## src/rtl/qdrii_read_cal_if.sv

```systemverilog
// qdrii_read_cal_if
//   Memory-side bus between the read-capture calibration sequencer and the
//   QDRII command/read path.
//
//   Handshake: a command is transferred on every clk0 edge where cmd_valid and
//   cmd_ready are both high. Once cmd_valid rises, the sender holds cmd_valid,
//   cmd_wr, cmd_addr and cmd_wdata stable until that transfer edge. cmd_ready
//   may toggle freely and carries no meaning while cmd_valid is low. Read
//   beats have no back-pressure: rd_valid qualifies rd_data for one cycle, and
//   the two beats of a burst come on consecutive cycles.
//
//   Signals:
//     cmd_valid  master->slave  command request
//     cmd_ready  slave->master  command accepted when cmd_valid & cmd_ready
//     cmd_wr     master->slave  1 = write, 0 = read (2-beat burst)
//     cmd_addr   master->slave  command address
//     cmd_wdata  master->slave  write burst as {beat1, beat0}
//     rd_valid   slave->master  read beat valid
//     rd_data    slave->master  read beat
interface qdrii_read_cal_if #(
    parameter int DATA_WIDTH = 36,
    parameter int ADDR_WIDTH = 19
);
    logic                    cmd_valid;
    logic                    cmd_ready;
    logic                    cmd_wr;
    logic [ADDR_WIDTH-1:0]   cmd_addr;
    logic [2*DATA_WIDTH-1:0] cmd_wdata;
    logic                    rd_valid;
    logic [DATA_WIDTH-1:0]   rd_data;

    modport master (
        output cmd_valid, cmd_wr, cmd_addr, cmd_wdata,
        input  cmd_ready, rd_valid, rd_data
    );

    modport slave (
        input  cmd_valid, cmd_wr, cmd_addr, cmd_wdata,
        output cmd_ready, rd_valid, rd_data
    );
endinterface

```

## src/rtl/qdrii_read_cal.sv

```systemverilog
// qdrii_read_cal
//   Post-reset QDRII read-capture calibration sequencer (clk0 domain).
//   After the memory power-up interval it writes a training burst {P1, P0},
//   then sweeps the read-data IDELAY tap upward from 0, reading the burst back
//   at each tap. The first contiguous run of passing taps is the window; the
//   tap is then reset and stepped to the window centre and cal_done is raised.
//   A missing or too-narrow window raises cal_fail. Until one of those, the
//   sequencer owns the memory command port.
//
//   Ports:
//     clk0        sole clock
//     user_rst_0  synchronous, active-high reset (restarts everything)
//     mem         command/read bus (master side)
//     dly_rst     one-cycle pulse: IDELAY back to tap 0
//     dly_ce      one-cycle pulse: IDELAY one tap step
//     dly_inc     step direction, high together with dly_ce
//     cal_tap     tap the IDELAY is believed to sit at
//     cal_done    calibration passed (sticky until reset)
//     cal_fail    calibration failed (sticky until reset)
//     state_dbg   current FSM state encoding
module qdrii_read_cal #(
    parameter int PWRUP_CYCLES  = 40000,
    parameter int DATA_WIDTH    = 36,
    parameter int ADDR_WIDTH    = 19,
    parameter int CAL_ADDR      = 0,
    parameter int MAX_TAP       = 63,
    parameter int SETTLE_CYCLES = 8,
    parameter int RD_TIMEOUT    = 32,
    parameter int MIN_WINDOW    = 4
) (
    input  logic             clk0,
    input  logic             user_rst_0,
    qdrii_read_cal_if.master mem,
    output logic             dly_rst,
    output logic             dly_ce,
    output logic             dly_inc,
    output logic [5:0]       cal_tap,
    output logic             cal_done,
    output logic             cal_fail,
    output logic [3:0]       state_dbg
);

    typedef enum logic [3:0] {
        S_IDLE, S_PWRUP, S_DRST, S_WR, S_SETTLE, S_RD, S_RWAIT, S_EVAL,
        S_STEP, S_DECIDE, S_CRST, S_CSTEP, S_CWAIT, S_DONE, S_FAIL
    } state_t;

    // Alternating pattern, bit i = ~i[0] (bit 0 is 1).
    function automatic logic [DATA_WIDTH-1:0] alt_pattern();
        logic [DATA_WIDTH-1:0] p;
        for (int i = 0; i < DATA_WIDTH; i++) p[i] = (i % 2 == 0);
        return p;
    endfunction

    localparam logic [DATA_WIDTH-1:0] P0           = alt_pattern();
    localparam logic [DATA_WIDTH-1:0] P1           = ~P0;
    localparam logic [ADDR_WIDTH-1:0] CAL_ADDR_W   = ADDR_WIDTH'(CAL_ADDR);
    localparam logic [5:0]            MAX_TAP_W    = 6'(MAX_TAP);
    localparam logic [6:0]            MIN_WINDOW_W = 7'(MIN_WINDOW);
    localparam logic [31:0]           PWRUP_LAST   = 32'(PWRUP_CYCLES - 1);
    localparam logic [31:0]           SETTLE_LAST  = 32'(SETTLE_CYCLES - 1);
    localparam logic [31:0]           TIMEOUT_LAST = 32'(RD_TIMEOUT - 1);

    state_t      state, state_n;
    logic [31:0] cnt;          // cycles spent in the current state
    logic        got0;         // beat 0 of the current read has arrived
    logic        beat0_ok;     // beat 0 matched P0
    logic        rd_pass;      // result of the last read, consumed in EVAL
    logic        seen;         // at least one passing tap so far
    logic        closed;       // a fail has followed a pass
    logic [5:0]  first_good;
    logic [5:0]  last_good;
    logic [5:0]  centre;

    logic        closed_now;
    logic [5:0]  span;
    logic [5:0]  centre_calc;
    logic        window_ok;

    // Window closes on the first fail after any pass, including this EVAL.
    assign closed_now  = closed | (seen & ~rd_pass);
    assign span        = last_good - first_good;
    assign centre_calc = first_good + (span >> 1);
    // Width is computed in 7 bits so a full 0..63 window does not wrap to 0.
    assign window_ok   = seen && (({1'b0, span} + 7'd1) >= MIN_WINDOW_W);

    always_ff @(posedge clk0) begin
        if (user_rst_0) state <= S_IDLE;
        else            state <= state_n;
    end

    always_ff @(posedge clk0) begin
        if (user_rst_0) begin
            cnt        <= '0;
            cal_tap    <= '0;
            got0       <= 1'b0;
            beat0_ok   <= 1'b0;
            rd_pass    <= 1'b0;
            seen       <= 1'b0;
            closed     <= 1'b0;
            first_good <= '0;
            last_good  <= '0;
            centre     <= '0;
        end else begin
            // cnt restarts at 0 on every state change, so in RWAIT it counts
            // from the cycle after read acceptance.
            cnt <= (state_n != state) ? 32'd0 : cnt + 32'd1;
            case (state)
                S_DRST: begin
                    cal_tap    <= '0;
                    seen       <= 1'b0;
                    closed     <= 1'b0;
                    first_good <= '0;
                    last_good  <= '0;
                end
                S_RD: begin
                    got0     <= 1'b0;
                    beat0_ok <= 1'b0;
                    rd_pass  <= 1'b0;
                end
                S_RWAIT: begin
                    if (!got0) begin
                        if (mem.rd_valid) begin
                            got0     <= 1'b1;
                            beat0_ok <= (mem.rd_data == P0);
                        end
                    end else begin
                        // Beat 1 must follow on the very next cycle; a gap
                        // leaves rd_valid low here and fails the tap.
                        rd_pass <= beat0_ok && mem.rd_valid && (mem.rd_data == P1);
                    end
                end
                S_EVAL: begin
                    if (rd_pass) begin
                        if (!seen) first_good <= cal_tap;
                        seen      <= 1'b1;
                        last_good <= cal_tap;
                    end else if (seen) begin
                        closed <= 1'b1;
                    end
                end
                S_STEP, S_CSTEP: cal_tap <= cal_tap + 6'd1;
                S_DECIDE:        centre  <= centre_calc;
                S_CRST:          cal_tap <= '0;
                default: ;
            endcase
        end
    end

    always_comb begin
        state_n       = state;
        mem.cmd_valid = 1'b0;
        mem.cmd_wr    = 1'b0;
        mem.cmd_addr  = '0;
        mem.cmd_wdata = '0;
        dly_rst       = 1'b0;
        dly_ce        = 1'b0;
        dly_inc       = 1'b0;
        case (state)
            S_IDLE:  state_n = S_PWRUP;
            S_PWRUP: if (cnt == PWRUP_LAST) state_n = S_DRST;
            S_DRST: begin
                dly_rst = 1'b1;
                state_n = S_WR;
            end
            S_WR: begin
                mem.cmd_valid = 1'b1;
                mem.cmd_wr    = 1'b1;
                mem.cmd_addr  = CAL_ADDR_W;
                mem.cmd_wdata = {P1, P0};
                if (mem.cmd_ready) state_n = S_SETTLE;
            end
            S_SETTLE: if (cnt == SETTLE_LAST) state_n = S_RD;
            S_RD: begin
                mem.cmd_valid = 1'b1;
                mem.cmd_addr  = CAL_ADDR_W;
                if (mem.cmd_ready) state_n = S_RWAIT;
            end
            S_RWAIT: begin
                // Beat 0 may arrive on any of the first RD_TIMEOUT cycles.
                if (got0) state_n = S_EVAL;
                else if (!mem.rd_valid && cnt == TIMEOUT_LAST) state_n = S_EVAL;
            end
            S_EVAL: begin
                if (closed_now || cal_tap == MAX_TAP_W) state_n = S_DECIDE;
                else                                     state_n = S_STEP;
            end
            S_STEP: begin
                dly_ce  = 1'b1;
                dly_inc = 1'b1;
                state_n = S_SETTLE;
            end
            S_DECIDE: state_n = window_ok ? S_CRST : S_FAIL;
            S_CRST: begin
                dly_rst = 1'b1;
                state_n = (centre == 6'd0) ? S_DONE : S_CSTEP;
            end
            S_CSTEP: begin
                dly_ce  = 1'b1;
                dly_inc = 1'b1;
                state_n = S_CWAIT;
            end
            S_CWAIT: begin
                if (cnt == SETTLE_LAST) state_n = (cal_tap == centre) ? S_DONE : S_CSTEP;
            end
            S_DONE:  state_n = S_DONE;
            S_FAIL:  state_n = S_FAIL;
            default: state_n = S_IDLE;
        endcase
    end

    assign cal_done  = (state == S_DONE);
    assign cal_fail  = (state == S_FAIL);
    assign state_dbg = state;

endmodule
```

## src/flat_wrapper.sv

```systemverilog
// flat-port wrapper written by rule: the top's interface ports become plain ports
module qdrii_read_cal_flat 
#(
    parameter int PWRUP_CYCLES  = 40000,
    parameter int DATA_WIDTH    = 36,
    parameter int ADDR_WIDTH    = 19,
    parameter int CAL_ADDR      = 0,
    parameter int MAX_TAP       = 63,
    parameter int SETTLE_CYCLES = 8,
    parameter int RD_TIMEOUT    = 32,
    parameter int MIN_WINDOW    = 4
)
  (clk0, user_rst_0, dly_rst, dly_ce, dly_inc, cal_tap, cal_done, cal_fail, state_dbg, mem_cmd_valid, mem_cmd_wr, mem_cmd_addr, mem_cmd_wdata, mem_cmd_ready, mem_rd_valid, mem_rd_data);
  qdrii_read_cal_if #(.DATA_WIDTH(DATA_WIDTH), .ADDR_WIDTH(ADDR_WIDTH)) mem_i ();
  input  logic clk0;
  input  logic user_rst_0;
  output logic dly_rst;
  output logic dly_ce;
  output logic dly_inc;
  output logic [5:0] cal_tap;
  output logic cal_done;
  output logic cal_fail;
  output logic [3:0] state_dbg;
  output wire logic [$bits(mem_i.cmd_valid)-1:0] mem_cmd_valid;
  output wire logic [$bits(mem_i.cmd_wr)-1:0] mem_cmd_wr;
  output wire logic [$bits(mem_i.cmd_addr)-1:0] mem_cmd_addr;
  output wire logic [$bits(mem_i.cmd_wdata)-1:0] mem_cmd_wdata;
  input wire logic [$bits(mem_i.cmd_ready)-1:0] mem_cmd_ready;
  input wire logic [$bits(mem_i.rd_valid)-1:0] mem_rd_valid;
  input wire logic [$bits(mem_i.rd_data)-1:0] mem_rd_data;
  assign mem_cmd_valid = mem_i.cmd_valid;
  assign mem_cmd_wr = mem_i.cmd_wr;
  assign mem_cmd_addr = mem_i.cmd_addr;
  assign mem_cmd_wdata = mem_i.cmd_wdata;
  assign mem_i.cmd_ready = mem_cmd_ready;
  assign mem_i.rd_valid = mem_rd_valid;
  assign mem_i.rd_data = mem_rd_data;
  qdrii_read_cal #(.PWRUP_CYCLES(PWRUP_CYCLES), .DATA_WIDTH(DATA_WIDTH), .ADDR_WIDTH(ADDR_WIDTH), .CAL_ADDR(CAL_ADDR), .MAX_TAP(MAX_TAP), .SETTLE_CYCLES(SETTLE_CYCLES), .RD_TIMEOUT(RD_TIMEOUT), .MIN_WINDOW(MIN_WINDOW)) u_core (.clk0(clk0), .user_rst_0(user_rst_0), .mem(mem_i), .dly_rst(dly_rst), .dly_ce(dly_ce), .dly_inc(dly_inc), .cal_tap(cal_tap), .cal_done(cal_done), .cal_fail(cal_fail), .state_dbg(state_dbg));
endmodule
```

## config.mk

```make
export PLATFORM = sky130hd
export DESIGN_NAME = qdrii_read_cal_flat
export DESIGN_NICKNAME = d
export VERILOG_FILES = /design/src/rtl/qdrii_read_cal_if.sv /design/src/rtl/qdrii_read_cal.sv /design/src/flat_wrapper.sv
export SDC_FILE = /design/constraint.sdc
export NUM_CORES = 1
export LEC_CHECK = 0
export ABC_AREA = 1
export BUFFER_PORTS_ARGS = -buffer_cell sky130_fd_sc_hd__buf_2
export CORE_UTILIZATION = 48
export DETAILED_ROUTE_END_ITERATION = 8
export GPL_TIMING_DRIVEN = 0
export PLACE_DENSITY = 0.83
export SETUP_SLACK_MARGIN = 0.02
export SKIP_LAST_GASP = 1
export SYNTH_ARGS = -nofsm -noshare
export SYNTH_HDL_FRONTEND = slang
export SYNTH_SLANG_ARGS = --single-unit
export TNS_END_PERCENT = 5
```

## constraint.sdc

```tcl
create_clock -name clk0 -period 4.3 [get_ports clk0]
set_clock_uncertainty 0.05 [all_clocks]
set_input_delay 0.645 -clock clk0 [delete_from_list [all_inputs] [get_ports clk0]]
set_output_delay 0.645 -clock clk0 [all_outputs]
set_load 0.1 [all_outputs]
```

==> metrics.csv <==
metric,value,unit
portBuffers,92,
path_cells,"nand2_2, inv_1, nand2_1, inv_1, buf_4, buf_2",
syn_area,5060,um2
hold_viol_final,0,
ys_seq_area_share,25.7,%
fin_hold_ws,420,ps
synth_xor_area_share,6.40,%
core-area,10300,um2
whs_path_depth,2,
antenna_found_initial,0,
insertion_delay,360,ps
ff2ff_path_depth,11,
drt_pass1_iterations,7,
p_clk_share,35.6,%
synthMuxAreaShare,0,%
vias,4798,
power_frac_comb,23.1,%
yosys.area.top_type,dfxtp_1,
worst_pin_slew,1070,ps
die-area,11000,um2
seqPwrFrac,41.3,%
setup_slack,1000,ps
synth_top_family_by_area,simple AND/OR/NAND/NOR gates,
p_leak,2.98,nW
crit_arrival,2600,ps
syn_to_final_growth,20.3,%
setup-violations-final,0,
rsz0062_at_grt,no,
gp_congestion,0.923,
path_delay_family,buffers and inverters,
avgRoutedWirePerCell,11.0,um
hold_class,reg2reg,
worstPathRequired,3610,ps
yosysMostFrequentCell,nand2_1,
async_flop_share,0,%
post-place-ws,1340,ps
synth_top_area_share,25.7,%
grt_max_degree,40,
finalSetupTns,0,ps
critPathSlowestCell,inv_1,
grt_overflow_total,0,
layout.nets,943,
critPathMaxFanout,39,
path_class,reg2out,
clock.fmax,303,MHz
avgSynthCellArea,6.92,um2
intPower,0.938,mW
via_per_inst,4.66,
final_cell_area,6090,um2
first_iter_violations,194,
place_area,5900,um2
cts_sinks,65,
cts-root-buf,clkbuf_8,
layout-drive-gt1-share,30.3,%
h-tree-depth,3,
wl,11.4,mm
grt_pass1_vias,4361,
synthAdderAreaFrac,3.76,%
path_depth,6,
syn_inst,732,
fp-row-count,37,
initial_core_util,49.3,%
ioPinCount,148,
synth_compound_area_share,7.27,%
crit_top_cell,inv_1,
post_cts.repair.setup_buffers,0,
relSlewSlack,28.6,%
cts_buffers,9,
power,1.47,mW
synth_edf_count,0,
slew_viol_final,0,
cts_tree,done,
clk_path_buf_depth,2,
status,"finished, final reports clean",
worst-path-buf-inv,4,
period_minus_slack,3300,ps
ir_worst_vdd,0.121,mV
diodes,0,
fin_crit_sh,76.7,%
synth_warnings,0,
dp_hpwl,9.16,mm
switchingPower,0.531,mW
remaining_drc_errors,0,
startpoint_type,register,
groute.usage.overall,21.3,%
die_w,105,um
fin_cells,1030,
synth-seq-cells,65,
cellPowerDensity,241,nW/um2
synth_common_cells,"134 x nand2_1, 100 x inv_1, 92 x buf_4, 75 x nor2_1, 65 x dfxtp_1",
clk_pin_slew,70,ps
worst_setup_path_end_kind,output pin,
grt_pass1_wl,19.1,mm
ys_types,36,
slowest_delay,780,ps
synthTopCellsByArea,"dfxtp_1 26%, buf_4 14%, nand2_1 9.9%, inv_1 7.4%, nor3_2 6.3%",
synth_flop_cell,dfxtp_1,
cts_resized,0,
ant_nets,0,
fillers,981,
drv_cap,0,
yosys.area_share.simple,33.7,%
die_h,105,um
dpl.cell_count,1014,
final_util,59.3,%
hold_buffers,0,
switching_share,36.1,%
==> cell families (layout without fill, tap and decap cells) <==
logic type,count (synthesis),count (layout)
XOR/XNOR,37,37
adder cells (fa/ha/maj),14,14
AND/OR/NAND/NOR,339,339
AO/OA/AOI/OAI,69,69
other,1,55
flip-flops,65,65
buffers and inverters,207,315
==> final cells by class <==
cell class	instances	area, um2	area share [%]
clock buffer	9	124	2.03
tap	136	170	2.79
sequential	65	1300	21.4
timing repair buffer	92	460	7.56
multi-input combinational	514	2800	45.9
clock inverter	7	70.1	1.15
inverter	106	398	6.53
buffer	101	769	12.6
==> cell usage in the layout, fill, tap and decap left out, types with 6 or more instances in the layout <==
cell type	count
a21oi_1	41
buf_2	92
buf_4	92
buf_6	6
clkbuf_8	9
conb_1	55
dfxtp_1	65
ha_1	12
inv_1	100
inv_2	6
nand2_1	134
nand2_2	10
nand3_1	26
nand4_1	20
nor2_1	75
nor2_2	6
nor3_1	16
nor3_2	32
nor4_1	9
o21ai_0	21
xnor2_1	13
xor2_1	24
==> state kept, by name, indices dropped and copies added, names as in the netlist <==
| register | flops |
|---|---|
| u_core.cnt | 32 |
| u_core.rd_pass | 1 |
| u_core.first_good | 6 |
| u_core.last_good | 6 |
| u_core.seen | 1 |
| u_core.beat0_ok | 1 |
| u_core.got0 | 1 |
| u_core.closed | 1 |
| u_core.state_dbg | 4 |
| u_core.centre | 6 |
| u_core.cal_tap | 6 |
==> path summary, 6_finish.rpt <==
kind / start / end / slack, ps
worst max-delay path: u_core.state_dbg[1]$_SDFF_PP0_ / mem_cmd_wdata[47] / 1000
worst min-delay path: u_core.last_good[2]$_SDFFE_PP0P_ / u_core.last_good[2]$_SDFFE_PP0P_ / 420
worst max register to register: u_core.state_dbg[1]$_SDFF_PP0_ / u_core.cnt[10]$_SDFF_PP0_ / 1710
worst min register to register: u_core.last_good[2]$_SDFFE_PP0P_ / u_core.last_good[2]$_SDFFE_PP0P_ / 420
==> layer usage <==
| metal | vias up | global-route usage (%) | wire (um) |
|---|---|---|---|
| li1 | 2492 | - | - |
| met1 | 2125 | 24.3 | 4800 |
| met2 | 156 | 38.4 | 5560 |
| met3 | 25 | 4.55 | 725 |
| met4 | 0 | 8.35 | 274 |
| met5 | - | 0 | 0 |
==> power by group through the flow <==
stage	Sequential, mW	Clock (mW)	Combinational (mW)
floorplan	0.626	0	0.299
global placement	0.621	0	0.336
detailed placement	0.621	0	0.338
CTS	0.607	0.536	0.338
global route	0.607	0.559	0.354
finish	0.607	0.522	0.339
==> worst register-to-register path, delay by kind of cell (launching register included) <==
family                 cells  cell delay, ps
AOI/OAI and AO/OA          1              60
buffers and inverters      3            1070
DFF                        1             460
and+or+nand+nor            7             890
No activity file was read; power rests on OpenSTA's default activity.
